File: src/rtl/control_seq_pkg.sv
// control_pkg: shared encodings and default constants for the microcode
// sequencer.
//   next_sel_e  - state-PLA next-select field (seq / dispatch / branch / reserved)
//   int_ack_e   - interrupt-entry acknowledge codes
//   *_STATE     - default sequencer state numbers
//   BRK_OPCODE  - opcode forced into the latch on interrupt entry
package control_pkg;

  typedef enum logic [1:0] {
    NS_SEQ    = 2'd0,
    NS_OPC    = 2'd1,
    NS_BRANCH = 2'd2,
    NS_RSVD   = 2'd3
  } next_sel_e;

  typedef enum logic [1:0] {
    INT_NONE = 2'b00,
    INT_IRQ  = 2'b01,
    INT_NMI  = 2'b10
  } int_ack_e;

  localparam int unsigned RESET_STATE            = 0;
  localparam int unsigned BRANCH_TAKEN_STATE     = 42;
  localparam int unsigned BRANCH_NOT_TAKEN_STATE = 45;
  localparam logic [7:0]  BRK_OPCODE             = 8'h00;

endpackage

File: src/rtl/control_seq_int_ctrl.sv
// int_ctrl: interrupt recognition for the sequencer.
//   ph1, reset - clock (rising edge) and asynchronous active-low reset
//   rdy        - 1 = advance; 0 = stall (the NMI edge detector keeps running)
//   st_last    - last cycle of the current instruction
//   nmi_n      - non-maskable interrupt, falling-edge sensitive
//   irq_n      - interrupt request, level-low
//   i_flag     - IRQ-disable flag from the status register
//   int_ack    - registered entry code, updated only at st_last while rdy=1
module int_ctrl
  import control_pkg::*;
(
  input  logic       ph1,
  input  logic       reset,
  input  logic       rdy,
  input  logic       st_last,
  input  logic       nmi_n,
  input  logic       irq_n,
  input  logic       i_flag,
  output logic [1:0] int_ack
);

  logic     nmi_q;
  logic     nmi_pend;
  logic     nmi_edge;
  logic     nmi_take;
  int_ack_e int_sel;
  int_ack_e ack_q;

  // NMI outranks IRQ; IRQ is sampled live, never latched.
  always_comb begin
    int_sel = INT_NONE;
    if (nmi_pend) begin
      int_sel = INT_NMI;
    end else if (!irq_n && !i_flag) begin
      int_sel = INT_IRQ;
    end
  end

  assign nmi_edge = nmi_q & ~nmi_n;
  assign nmi_take = rdy & st_last & (int_sel == INT_NMI);

  always_ff @(posedge ph1 or negedge reset) begin
    if (!reset) begin
      nmi_q    <= 1'b1;
      nmi_pend <= 1'b0;
      ack_q    <= INT_NONE;
    end else begin
      nmi_q <= nmi_n;
      // A fresh edge arriving on the take cycle must not be lost.
      if (nmi_edge) begin
        nmi_pend <= 1'b1;
      end else if (nmi_take) begin
        nmi_pend <= 1'b0;
      end
      if (rdy && st_last) begin
        ack_q <= int_sel;
      end
    end
  end

  assign int_ack = ack_q;

endmodule

File: src/rtl/mux2.sv
// mux2: W-bit two-input multiplexer primitive.
//   d0, d1 - data inputs
//   sel    - 0 selects d0, 1 selects d1
//   y      - selected data
module mux2 #(
  parameter int unsigned W = 1
) (
  input  logic [W-1:0] d0,
  input  logic [W-1:0] d1,
  input  logic         sel,
  output logic [W-1:0] y
);

  assign y = sel ? d1 : d0;

endmodule

File: src/rtl/mux3.sv
// mux3: W-bit three-input multiplexer primitive.
//   d0, d1, d2 - data inputs
//   sel        - 0 -> d0, 1 -> d1, 2 or 3 -> d2
//   y          - selected data
module mux3 #(
  parameter int unsigned W = 1
) (
  input  logic [W-1:0] d0,
  input  logic [W-1:0] d1,
  input  logic [W-1:0] d2,
  input  logic [1:0]   sel,
  output logic [W-1:0] y
);

  always_comb begin
    y = d2;
    case (sel)
      2'd0:    y = d0;
      2'd1:    y = d1;
      default: y = d2;
    endcase
  end

endmodule

File: src/rtl/control_seq.sv
// control_seq: microcode sequencer for the hmc-6502 control unit.
// Holds the state register and opcode latch, selects the next state and
// resolves branches. State and opcode PLAs are external; their addresses
// (state, opcode) are driven here and their fields consumed in the same cycle.
//   ph1, reset   - clock (rising edge), asynchronous active-low reset
//   rdy          - 1 = advance; 0 = hold all sequencer state
//   data_in      - opcode bus from memory
//   p            - status register
//   nmi_n, irq_n - interrupt inputs
//   st_*         - state-PLA fields;  op_* - opcode-PLA fields
//   c_op_state, c_op_opcode - candidate opcode-specific controls
//   state, opcode - PLA addresses;  c_op - selected controls
//   first_cycle  - current cycle is the opcode fetch
//   int_ack      - 01 IRQ entry, 10 NMI entry, 00 none
//   cycle_cnt    - cycles since fetch, saturating at 7
//   illegal      - one-cycle pulse after a reserved next-select
module control_seq
  import control_pkg::*;
#(
  parameter int unsigned      STATE_W                = 8,
  parameter int unsigned      OPC_W                  = 8,
  parameter int unsigned      FLAGS_W                = 8,
  parameter int unsigned      OP_W                   = 14,
  parameter int unsigned      I_BIT                  = 2,
  parameter int unsigned      RESET_STATE            = control_pkg::RESET_STATE,
  parameter int unsigned      BRANCH_TAKEN_STATE     = control_pkg::BRANCH_TAKEN_STATE,
  parameter int unsigned      BRANCH_NOT_TAKEN_STATE = control_pkg::BRANCH_NOT_TAKEN_STATE,
  parameter logic [OPC_W-1:0] BRK_OPCODE             = OPC_W'(control_pkg::BRK_OPCODE)
) (
  input  logic               ph1,
  input  logic               reset,
  input  logic               rdy,
  input  logic [OPC_W-1:0]   data_in,
  input  logic [FLAGS_W-1:0] p,
  input  logic               nmi_n,
  input  logic               irq_n,
  input  logic               st_last,
  input  logic               st_op_sel,
  input  logic [1:0]         st_next_sel,
  input  logic [STATE_W-1:0] st_next,
  input  logic [STATE_W-1:0] op_next,
  input  logic [FLAGS_W-1:0] op_flags,
  input  logic               op_polarity,
  input  logic [OP_W-1:0]    c_op_state,
  input  logic [OP_W-1:0]    c_op_opcode,
  output logic [STATE_W-1:0] state,
  output logic [OPC_W-1:0]   opcode,
  output logic [OP_W-1:0]    c_op,
  output logic               first_cycle,
  output logic [1:0]         int_ack,
  output logic [2:0]         cycle_cnt,
  output logic               illegal
);

  localparam logic [STATE_W-1:0] RST_ST = STATE_W'(RESET_STATE);
  localparam logic [STATE_W-1:0] BT_ST  = STATE_W'(BRANCH_TAKEN_STATE);
  localparam logic [STATE_W-1:0] BNT_ST = STATE_W'(BRANCH_NOT_TAKEN_STATE);

  logic               taken;
  logic               rsvd_sel;
  logic               force_brk;
  logic [STATE_W-1:0] branch_state;
  logic [STATE_W-1:0] sel_state;
  logic [STATE_W-1:0] next_state;
  logic [OPC_W-1:0]   opcode_src;
  logic [2:0]         cnt_next;

  assign taken     = op_polarity ^ (|(op_flags & p));
  assign rsvd_sel  = (st_next_sel == NS_RSVD);
  // int_ack was latched at the previous st_last, so it is stable across
  // the fetch cycle that follows and decides whether BRK replaces data_in.
  assign force_brk = (int_ack != INT_NONE);

  mux2 #(.W(OP_W)) u_cop_mux (
    .d0  (c_op_state),
    .d1  (c_op_opcode),
    .sel (st_op_sel),
    .y   (c_op)
  );

  mux2 #(.W(STATE_W)) u_branch_mux (
    .d0  (BNT_ST),
    .d1  (BT_ST),
    .sel (taken),
    .y   (branch_state)
  );

  mux3 #(.W(STATE_W)) u_next_mux (
    .d0  (st_next),
    .d1  (op_next),
    .d2  (branch_state),
    .sel (st_next_sel),
    .y   (sel_state)
  );

  // Reserved select traps back to the reset state.
  mux2 #(.W(STATE_W)) u_trap_mux (
    .d0  (sel_state),
    .d1  (RST_ST),
    .sel (rsvd_sel),
    .y   (next_state)
  );

  mux2 #(.W(OPC_W)) u_opc_mux (
    .d0  (data_in),
    .d1  (BRK_OPCODE),
    .sel (force_brk),
    .y   (opcode_src)
  );

  always_comb begin
    cnt_next = cycle_cnt;
    if (st_last) begin
      cnt_next = '0;
    end else if (cycle_cnt != 3'd7) begin
      cnt_next = cycle_cnt + 3'd1;
    end
  end

  int_ctrl u_int_ctrl (
    .ph1     (ph1),
    .reset   (reset),
    .rdy     (rdy),
    .st_last (st_last),
    .nmi_n   (nmi_n),
    .irq_n   (irq_n),
    .i_flag  (p[I_BIT]),
    .int_ack (int_ack)
  );

  always_ff @(posedge ph1 or negedge reset) begin
    if (!reset) begin
      state       <= RST_ST;
      opcode      <= '0;
      first_cycle <= 1'b1;
      cycle_cnt   <= '0;
      illegal     <= 1'b0;
    end else begin
      illegal <= 1'b0;
      if (rdy) begin
        state       <= next_state;
        first_cycle <= st_last;
        illegal     <= rsvd_sel;
        cycle_cnt   <= cnt_next;
        if (first_cycle) begin
          opcode <= opcode_src;
        end
      end
    end
  end

endmodule

File: config.mk
export PLATFORM = sky130hd
export DESIGN_NAME = control_seq
export DESIGN_NICKNAME = d
export VERILOG_FILES = /design/src/rtl/control_seq_pkg.sv /design/src/rtl/control_seq_int_ctrl.sv /design/src/rtl/mux2.sv /design/src/rtl/mux3.sv /design/src/rtl/control_seq.sv
export SDC_FILE = /design/constraint.sdc
export NUM_CORES = 1
export LEC_CHECK = 0
export ABC_AREA = 1
export ABC_CLOCK_PERIOD_IN_PS = 2600
export CELL_PAD_IN_SITES_DETAIL_PLACEMENT = 1
export CELL_PAD_IN_SITES_GLOBAL_PLACEMENT = 1
export CORE_ASPECT_RATIO = 0.7
export CORE_UTILIZATION = 30
export CTS_BUF_LIST = sky130_fd_sc_hd__clkbuf_4 sky130_fd_sc_hd__clkbuf_8
export DETAILED_ROUTE_END_ITERATION = 8
export DONT_BUFFER_PORTS = 1
export GPL_ROUTABILITY_DRIVEN = 0
export GPL_TIMING_DRIVEN = 0
export HOLD_SLACK_MARGIN = 0.12
export PLACE_DENSITY = 0.66
export SLEW_MARGIN = 20
export SYNTH_ARGS = -nofsm -noshare
export SYNTH_HDL_FRONTEND = slang
export SYNTH_SLANG_ARGS = --single-unit
File: constraint.sdc
create_clock -name ph1 -period 2.6 [get_ports ph1]
set_input_delay 0.39 -clock ph1 [delete_from_list [all_inputs] [get_ports ph1]]
set_output_delay 0.39 -clock ph1 [all_outputs]
set_load 0.02 [all_outputs]
==> results.txt, run 1 <==
The number of warnings issued by yosys came out at 0. Setup violations remaining at the end of the flow were counted as 0. Setup repair after global routing left no endpoint under its margin. The run gives 214 as the final standard cell count with taps included and fillers excluded.

Entering global routing, the biggest net connects 26 pins. The depth of the most critical reg-to-reg path came out at 6. The run gives 0 as the global route total overflow. The tools report the total negative setup slack as 0 ns. The number of antenna diodes in the final layout is 0. The clock tree root buffer cell was clkbuf_8. Dividing the detail-routed wire length by the instance count gives 17.3 um. The tools report the worst endpoint data arrival time as 1.60 ns. The logs give 0.326 for the starting density of the core and 5.60 mm for the first-pass GRT wire length.

The highest-delay cell along the critical path was dfrtp_1. The buffers plus inverters on the worst setup path is 1, and the post-CTS setup buffer count is 0. Each instance of the synthesized netlist takes up on average 8.61 um^2. Counting every net in the synthesized netlist gives 235.

The horizontal extent of the die was 81.7 um; the number of global-route vias before repair was 1175. The later pin in the worst-skew pair is clocked with a latency of 0.26 ns. For the number of vias after detailed routing, the log shows 1109. The number of enable-type register cells in the synthesized netlist came out at 0.

The run finished with clean final reports. For the number of resized instances in the post-cts repair step, the log shows 0. After synthesis, the most frequently instantiated cells are nand2_1, dfrtp_1, inv_1, o21ai_1, mux2_2.

Clock-pin slew was measured on the worst setup and hold paths at 0.08 ns. For the number of max-cap violations, the log shows 0. The critical path goes through ha_1 -> ha_1 -> nor2_2 -> inv_2 -> o21ai_1 -> a21oi_1. At the pin with the least slew margin, the transition time is 0.262 ns. Kind of capture point of the worst setup path: a register. The iteration count of the initial detailed-routing pass is 4, and the stage delay of the slowest cell on the critical path is 0.48 ns.

The proportion of layout cells with a drive suffix above 1 came out at 0.191. At the worst endpoint, the required time is 2.75 ns. Via-per-instance ratio: 5.18.

For the worst slack at placement, the log shows 1.16 ns. The number of hold buffers added after CTS was 3; the final wirelength was 3.70 mm. The aggregate global-route resource usage is 0.160, and the top-area cell type share of the netlist area is 0.432. The peak clock frequency supported by timing is 692 MHz.

Sorting the synthesized cells by area gives the leading types as dfrtp_1, nand2_1, mux2_2, inv_1, o21ai_1. TritonCTS built the clock tree. The total number of clock tree sinks is 25. Among all flip-flop cells after synthesis, the most frequent one is dfrtp_1. The post-synthesis async set-or-reset flop share was 1.00. The highest fanout seen on the critical path is 4.

For this block, the initial DRC count from the detailed router was 54. For the netlist area before placement, the log shows 0.00133 mm^2. Power density over the cells: 622 mW/mm^2. Remaining number of nets flagged by the antenna check after routing: 0. For the depth of the CTS H-tree, the log shows 1. The post-layout worst setup margin is 1.16 ns, and the hold path depth is 1. For the half-perimeter wire length after placement, the log shows 3.02 mm. The count of final max-slew check failures came out at 0. In this run the count of I/O pins placed on the die edge is 115. The post-route core utilization came out at 0.364. The share of the clock period used by the worst path was 0.555; the number of fillers in the final layout was 493. In this run the critical register-to-register path is captured at cycle_cnt[0].

The headroom to the max-slew limit is 0.826. The worst setup path is launched from a register. Counting I/O delays and the setup requirement, the final critical path takes 1.44 ns. In this run, placement finished with an instance count of 207.

By instance count, the leading cell after synthesis is nand2_1. Summing all multi-input logic gate instances after layout gives 609 um^2. Broken down by cell family, the worst path's largest delay share belongs to flip-flops. The run gives 0.00409 mm^2 as the placeable core area. During placement, the flow inserted port buffers numbering 0. The startpoint identified for the worst register-to-register timing path is cycle_cnt[0]. In the final design database the tool counted 243 nets. Counting stages on the worst path, the most repeated cell is ha_1. In this run the most critical hold path is launched from irq_n.

The run gives 0.471 as the sequential share of the synthesized area. For the gate count after technology mapping, the log shows 155. The floorplan step defined a die boundary enclosing 0.00472 mm^2. The TritonCTS buffer count was 3; the hold violation count in the final report was 0. For flop-to-flop paths, the worst setup slack is 1.16 ns. Counting flops and latches in the post-synthesis netlist gives 25. The startpoint-to-endpoint class of the critical path is reg2reg. The number of different library cells used by synthesis comes to 24.

The number of antenna violations at the first check in global routing is 0. The leakage component of the power was 0.741 nW; the die extent in y was 57.8 um. Type of the most critical hold path: in2reg. The longest clock path from root to sink contains 2 buffers. On the final layout, the worst clock skew is 0.00245 ns. Top cell type by total area after synthesis: dfrtp_1. Relative to the synthesized area, the layout overhead comes to 11.5%. Maximum resistive drop on vdd: 0.240 mV. The flip-flop and latch area is 628 um^2.

The placement row count is 19, and the remaining design rule violation count is 0. The sink of the worst hold path was u_int_ctrl.int_ack[0].
sequential cells by signal, indices dropped and copies added (netlist names):
signal	cells
u_int_ctrl.int_ack	2
u_int_ctrl.nmi_pend	1
first_cycle	1
cycle_cnt	3
state	8
illegal	1
opcode	8
u_int_ctrl.nmi_q	1
cells in the final DEF, fill, tap and decap left out:
cell and count:
o221a_1 1, a21oi_1 6, buf_4 2, nand2_2 2
o21ai_1 11, dfrtp_1 23, clkbuf_8 3, nand3_1 4
inv_1 15, o21ai_0 2, inv_4 1, a31oi_1 1
nor2_1 8, clkbuf_4 1, nand4_2 1, nand2_1 48
o22ai_1 2, dlygate4sd3_1 2, o221ai_1 1, mux2_1 4
a22o_1 1, inv_2 5, dfstp_2 2, buf_12 1
nor2_2 2, ha_1 2, mux2_2 10, o41ai_2 1
area by class of cell:
| class | instances | share of cell area |
|---|---|---|
| Buffer | 2 | 0.0101 |
| Clock buffer | 4 | 0.0328 |
| Inverter | 21 | 0.0547 |
| Multi-Input combinational cell | 107 | 0.410 |
| Sequential cell | 25 | 0.422 |
| Tap cell | 52 | 0.0437 |
| Timing Repair Buffer | 3 | 0.0269 |
layer usage:
| layer | wire (um) | share of wire | global-route usage | vias up |
|---|---|---|---|---|
| met1 | 1330 | 0.36 | 0.168 | 519 |
| li1 | - | - | - | 517 |
| met2 | 2080 | 0.56 | 0.319 | 69 |
| met5 | 0 | 0 | 0 | - |
| met3 | 271 | 0.073 | 0.0425 | 4 |
| met4 | 21 | 0.0057 | 0.0276 | 0 |
cells by family after synthesis:
family | Yosys count | synth area share
and+or+nand+nor | 65 | 0.201
muxes | 14 | 0.118
DFF | 25 | 0.471
AOI/OAI and AO/OA | 26 | 0.119
adders and majority gates | 2 | 0.0188
buffers and inverters | 23 | 0.0722
per-stage QoR:
stage,hold slack [ns],total power (W),area (um^2)
4_1_cts,0.195,0.000948,1490
3_5_place_dp,0.0950,0.000684,1400
5_1_grt,0.193,0.000982,1490
3_3_place_gp,0.0952,0.000675,1400
2_1_floorplan,0.0944,0.000646,1330
6_report,0.207,0.000926,1490
power by group:
part | switching, W | internal (W)
registers | 0.0000930 | 0.000435
logic | 0.0000988 | 0.0000601
clock network | 0.000119 | 0.000120
total | 0.000310 | 0.000615
worst max path at each step:
stage | start | end | cells past startpoint
finish | cycle_cnt[0] | cycle_cnt[0] | 6
floorplan | st_op_sel | c_op[11] | 2
CTS | cycle_cnt[0] | cycle_cnt[0] | 6
global placement | st_op_sel | c_op[9] | 2
detailed placement | cycle_cnt[0] | cycle_cnt[0] | 6
global route | cycle_cnt[0] | cycle_cnt[0] | 6
Note: power is estimated with default switching activity, not from simulation.
==> run 2, diff against run 1 <==
Settings changed: ABC_CLOCK_PERIOD_IN_PS 2600 to 1400.
Clock period 2.6 ns to 1.4 ns, I/O delays scaled along.
==> results.txt, run 2 (synthesis results as in run 1) <==
The area growth from synthesis to layout came out at 26.3% (was 11.5%). The I/O pin total is 115 (unchanged), and the placeable core area is 0.00409 mm^2 (unchanged). For the placement row count, the log shows 19 (unchanged). The startpoint of the tightest hold check path is st_next[3] (was irq_n). The hold violation count in the final report was 0 (unchanged). The kind of capture point of the worst setup path is a register (unchanged). The number of buffers added on ports was 0 (unchanged). The most common cell after layout, fill and taps aside was nand2_1 (unchanged). The post-detailed-route wirelength per cell came out at 17.3 um (about the same). The source of the critical timing path is state[6] (was cycle_cnt[0]). The horizontal extent of the die was 81.7 um (unchanged); the post-placement cell count was 207 (unchanged). For the starting density of the core, the log shows 0.326 (unchanged). The total number of clock tree sinks was 25 (unchanged).

The tools report the number of inserted diodes as 0 (unchanged). The tools report the startpoint of the most critical register-to-register path as state[6] (was cycle_cnt[0]). The run gives 40 (was 54) as the number of design-rule violations left by the first detailed-router iteration.

Die extent in y: 57.8 um (unchanged). The type of the most critical hold path is in2reg (unchanged). The worst slack at placement was -0.0429 ns (was 1.16 ns).

The clock input transition at the sequential cells of the worst setup and hold paths came out at 0.09 ns (was 0.08 ns). The run gives 3 (unchanged) as the TritonCTS buffer count. The global route total overflow was 0 (unchanged); the clock latency of the later-clocked register in the worst-skew pair was 0.26 ns (about the same). The run gives 0 (unchanged) as the number of antenna violations at the first check in global routing. The post-layout worst setup margin was 0.0666 ns (was 1.16 ns); the largest buffer count on any clock path was 2 (unchanged). The floorplan die area came out at 0.00472 mm^2 (unchanged). The peak clock frequency supported by timing is 750 MHz (was 692 MHz). Half-perimeter wire length after placement: 3.02 mm (unchanged). The logs give 490 (was 493) for the number of fillers in the final layout and 0.819 (was 0.826) for the headroom to the max-slew limit.

The run finished with clean final reports. The number of vias after detailed routing was 1191 (was 1109); the transition time at the pin with the least slew margin was 0.271 ns (was 0.262 ns). For the final wirelength, the log shows 4.00 mm (was 3.70 mm). The number of global-route vias before repair is 1293 (was 1175). The run gives 0.00504 ns (was 0.00245 ns) as the largest clock skew in the final design. The count of nets after finishing was 260 (was 243); the maximum resistive drop on vdd was 0.492 mV (was 0.240 mV).

Iteration count of the initial detailed-routing pass: 3 (was 4). The final standard cell count with taps included and fillers excluded was 231 (was 214); the proportion of layout cells with a drive suffix above 1 was 0.201 (was 0.191). The run gives 0 (unchanged) as the remaining number of nets flagged by the antenna check after routing. The tools report the pin count of the biggest net entering global routing as 26 (unchanged). The clock tree root buffer cell is clkbuf_8 (unchanged). The logs give 1.49 ns (was 1.60 ns) for the worst endpoint data arrival time and 0 (unchanged) for the count of final max-slew check failures.

The final period demand of the worst path was 1.33 ns (was 1.44 ns). The run gives 0.176 (was 0.160) as the aggregate global-route resource usage. The highest fanout seen on the critical path was 2 (was 4); the number of max-cap violations was 0 (unchanged). Leading registers by flop count: opcode x8, state x8, cycle_cnt x3 (unchanged). The startpoint type of the worst setup path is a register (unchanged). The share of the clock period used by the worst path was 0.952 (was 0.555). For the overall power of the completed layout, the log shows 0.00178 W (was 0.000926 W).

The critical path required time is 1.55 ns (was 2.75 ns). The startpoint-to-endpoint class of the critical path is reg2reg (unchanged). The post-route core utilization is 0.412 (was 0.364), and the power density over the cells is 1060 mW/mm^2 (was 622 mW/mm^2).

The leakage component of the power came out at 0.807 nW (was 0.741 nW). Setup repair after global routing left no endpoint under its margin. The via-per-instance ratio is 5.16 (was 5.18), and the first-pass GRT wire length is 6.07 mm (was 5.60 mm). The tools report the post-CTS setup buffer count as 0 (unchanged). Most frequent cells in the layout: nand2_1, dfrtp_1, dlygate4sd3_1 (was nand2_1, dfrtp_1, inv_1). The final-report setup violation count came out at 0 (unchanged).

Remaining design rule violation count: 0 (unchanged). TritonCTS built the clock tree. The depth of the CTS H-tree is 1 (unchanged).
-- run 2: cell types whose count changed in the layout (fill, tap and decap cells not counted) --
cell / before / now
dfrtp_1: 23 / 21
dfrtp_2: 0 / 2
dlygate4sd3_1: 2 / 19
ha_1: 2 / 0
ha_2: 0 / 1
ha_4: 0 / 1
nor2_2: 2 / 1
nor2_4: 0 / 1
o21ai_1: 11 / 10
o21ai_2: 0 / 1
-- run 2: routing by layer --
layer	share of wire	up-vias	global-route usage
met5	0	-	0
met4	0.0097	0	0.0376
met3	0.069	6	0.0457
met2	0.58	73	0.365
met1	0.34	561	0.169
li1	-	551	-
-- run 2: path summary, 6_finish.rpt --
path | endpoint | slack, ns | depth (start not counted)
worst max-delay path | state[6] | 0.07 | 3
worst min-delay path | state[3] | 0.14 | 2
worst max register to register | state[6] | 0.07 | 3
worst min register to register | u_int_ctrl.nmi_pend | 0.51 | 2
max in group asynchronous | first_cycle | 0.77 | 2
min in group asynchronous | state[4] | 0.40 | 2
-- run 2: report_power, final --
group | leakage [nW] | internal (W) | total (W) | switching (W)
clock network | 0.0262 | 0.000223 | 0.000443 | 0.000221
registers | 0.312 | 0.000810 | 0.000988 | 0.000178
logic | 0.469 | 0.000150 | 0.000348 | 0.000198
-- run 2: final cells by class --
type | count | area [um^2] | share of cell area
Multi-Input combinational cell | 107 | 633 | 0.376
Sequential cell | 25 | 631 | 0.374
Timing Repair Buffer | 20 | 210 | 0.125
Inverter | 21 | 81.3 | 0.0483
Tap cell | 52 | 65.1 | 0.0386
Clock buffer | 4 | 48.8 | 0.0290
Buffer | 2 | 15.0 | 0.00892
-- run 2: repair_timing --
action	CTS	global route
hold endpoints to repair	42	1
hold buffers	20	1
gates resized for setup	2	5
setup endpoints to repair	3	4
pin swaps	1	2
-- run 2: critical path, stage by stage (launching register included) --
cell	delay [ns]
dfrtp_1	0.48
nor2_1	0.13
a31oi_1	0.05
dlygate4sd3_1	0.57
-- run 2: stage by stage --
step / area [um^2] / hold WS, ns / setup TNS [ns]
2_1_floorplan: 1330 / -0.0856 / 0
3_3_place_gp: 1400 / -0.0848 / 0
3_5_place_dp: 1400 / -0.0850 / -0.0546
4_1_cts: 1660 / 0.130 / 0
5_1_grt: 1680 / 0.145 / 0
6_report: 1680 / 0.144 / 0
==> run 3, diff against run 2 <==
Settings changed: CORE_UTILIZATION 30 to 43, PLACE_DENSITY 0.66 to 0.87.
==> results.txt, run 3 (synthesis results as in run 1) <==
The run gives 0.807 nW (about the same) as the leakage component of the power. The flow ran to the end, and the final reports show no timing, DRC or antenna violations. The number of fillers in the final layout is 338 (was 490), and the largest buffer count on any clock path is 2 (unchanged). The number of inserted diodes was 0 (unchanged). The tools report the startpoint of the most critical register-to-register path as cycle_cnt[1] (was state[6]). The run gives 0.05 ns (was 0.07 ns) as the setup slack of the worst register-to-register path. Setup repair after global routing left no endpoint under its margin.

The highest fanout seen on the critical path is 4 (was 2). The tools report the number of vias after detailed routing as 1180 (was 1191). The met3 demand-to-capacity share in global routing came out at 0.0566 (was 0.0457).

The largest clock skew in the final design is 0.00436 ns (was 0.00504 ns). The starting density of the core is 0.466 (was 0.326), and the power density over the cells is 1060 mW/mm^2 (about the same). Iteration count of the initial detailed-routing pass: 4 (was 3). The critical path required time is 1.55 ns (about the same), and the remaining number of nets flagged by the antenna check after routing is 0 (unchanged). The final standard cell count with taps included and fillers excluded is 215 (was 231).

The tools report the clock tree root buffer cell as clkbuf_8 (unchanged). For the headroom to the max-slew limit, the log shows 0.814 (was 0.819). The post-detailed-route wirelength per cell came out at 18.3 um (was 17.3 um).

The depth of the CTS H-tree is 1 (unchanged). The TritonCTS buffer count came out at 3 (unchanged). The area growth from synthesis to layout came out at 24.6% (was 26.3%). The logs give 0 (unchanged) for the hold violation count in the final report and 0 (unchanged) for the number of max-cap violations. The logs give 25 (unchanged) for the total number of clock tree sinks and 743 MHz (was 750 MHz) for the peak clock frequency supported by timing. The proportion of layout cells with a drive suffix above 1 works out to 0.201 (unchanged). The clock latency of the later-clocked register in the worst-skew pair is 0.27 ns (was 0.26 ns), and the worst hold margin is 0.140 ns (was 0.144 ns).

For the final-report setup violation count, the log shows 0 (unchanged). The startpoint-to-endpoint class of the critical path was reg2reg (unchanged). The tools report the kind of capture point of the worst setup path as a register (unchanged). The I/O pin total is 115 (unchanged), and the depth of the most critical reg-to-reg path is 6 (was 3). The count of final max-slew check failures came out at 0 (unchanged).

The worst endpoint data arrival time is 1.50 ns (was 1.49 ns), and the floorplan die area is 0.00333 mm^2 (was 0.00472 mm^2). The number of antenna violations at the first check in global routing is 0 (unchanged), and the half-perimeter wire length after placement is 3.03 mm (was 3.02 mm). The via-per-instance ratio is 5.49 (was 5.16).

The tools report the post-placement cell count as 191 (was 207). The placement row count is 16 (was 19). Startpoint type of the worst setup path: a register (unchanged).

The tools report the met1 demand-to-capacity share in global routing as 0.273 (was 0.169). The post-CTS setup buffer count came out at 0 (unchanged). The met2 usage in global routing was 0.505 (was 0.365); the share of the clock period used by the worst path was 0.961 (was 0.952). The transition time at the pin with the least slew margin was 0.278 ns (was 0.271 ns). The remaining design rule violation count is 0 (unchanged). The hold path depth is 2 (unchanged), and the aggregate global-route resource usage is 0.256 (was 0.176). Count of nets after finishing: 260 (unchanged).

The type of the most critical hold path was in2reg (unchanged). The final wirelength was 3.94 mm (was 4.00 mm); the die extent in y was 48.6 um (was 57.8 um). The final period demand of the worst path works out to 1.35 ns (was 1.33 ns). The global route total overflow was 0 (unchanged); the clock input transition at the sequential cells of the worst setup and hold paths was 0.09 ns (about the same). The number of global-route vias before repair came out at 1283 (was 1293). The pin count of the biggest net entering global routing was 26 (unchanged). Most used routing layer: met2 (unchanged). The horizontal extent of the die came out at 68.6 um (was 81.7 um).

Leading registers by flop count: opcode x8, state x8, cycle_cnt x3 (unchanged). The worst slack at placement was -0.0317 ns (was -0.0429 ns). For the post-route core utilization, the log shows 0.580 (was 0.412). The sink of the worst hold path was state[4] (was state[3]). The number of buffers added on ports is 0 (unchanged). The number of design-rule violations left by the first detailed-router iteration is 33 (was 40), and the placeable core area is 0.00286 mm^2 (was 0.00409 mm^2).

TritonCTS built the clock tree. Most frequent cells in the layout: nand2_1, dfrtp_1, dlygate4sd3_1 (unchanged). Maximum resistive drop on vdd: 0.584 mV (was 0.492 mV).

The tools report the startpoint of the tightest hold check path as st_next[4] (was st_next[3]). The end of the worst register-to-register path was cycle_cnt[0] (was state[6]). The run gives 6.30 mm (was 6.07 mm) as the first-pass GRT wire length. The most common cell after layout, fill and taps aside was nand2_1 (unchanged). The logs give 0.0541 ns (was 0.0666 ns) for the post-layout worst setup margin and 0 ns (unchanged) for the total negative setup slack.
## run 3: cell type report
cell class              instances  area [um^2]  area share
plain buffers                   2         15.0     0.00904
clock buffers                   3         41.3      0.0248
clock inverters                 1         5.00     0.00301
inverters                      21         81.3      0.0489
multi-input cells             107          633       0.381
flip-flops and latches         25          631       0.380
well taps                      36         45.0      0.0271
repair buffers                 20          210       0.127
## run 3: worst max path at each step
stage	from	endpoint	slack [ns]	cells after the start
2_1_floorplan	cycle_cnt[0]	cycle_cnt[0]	0.08	6
3_3_place_gp	cycle_cnt[0]	cycle_cnt[0]	0.03	6
3_5_place_dp	cycle_cnt[0]	cycle_cnt[0]	-0.03	6
4_1_cts	cycle_cnt[0]	cycle_cnt[0]	0.01	6
5_1_grt	cycle_cnt[1]	cycle_cnt[0]	0.0001	6
6_report	cycle_cnt[1]	cycle_cnt[0]	0.05	6
## run 3: timing repair
item / in CTS / in global routing
gates resized for setup: 2 / 5
hold buffers: 20 / 0
setup endpoints to repair: 3 / 3
gates cloned: 0 / 0
pin swaps: 1 / 3
endpoints found under the hold margin: 42 / 0
## run 3: through the flow
step | instance area (um^2) | total power [W]
2_1_floorplan | 1330 | 0.00120
3_3_place_gp | 1380 | 0.00125
3_5_place_dp | 1380 | 0.00127
4_1_cts | 1640 | 0.00177
5_1_grt | 1660 | 0.00186
6_report | 1660 | 0.00176
## run 3: power breakdown
group          switching [W]  internal [W]  leakage [nW]  total (W)
Clock               0.000226      0.000199        0.0255   0.000425
Sequential          0.000179      0.000810         0.312   0.000989
Combinational       0.000199      0.000150         0.469   0.000350
Total               0.000604       0.00116         0.807    0.00176
## run 3: worst max-delay path: stages (launching register included)
cell	delay (ns)
dfrtp_2	0.49
ha_4	0.19
ha_2	0.18
nor2_4	0.13
inv_2	0.07
o21ai_2	0.13
a21oi_1	0.05
## run 3: routing by layer
layer  wire, um  vias up
met2       2250       56
met3        263        2
met4          4        0
li1           -      551
met1       1430      571
met5          0        -
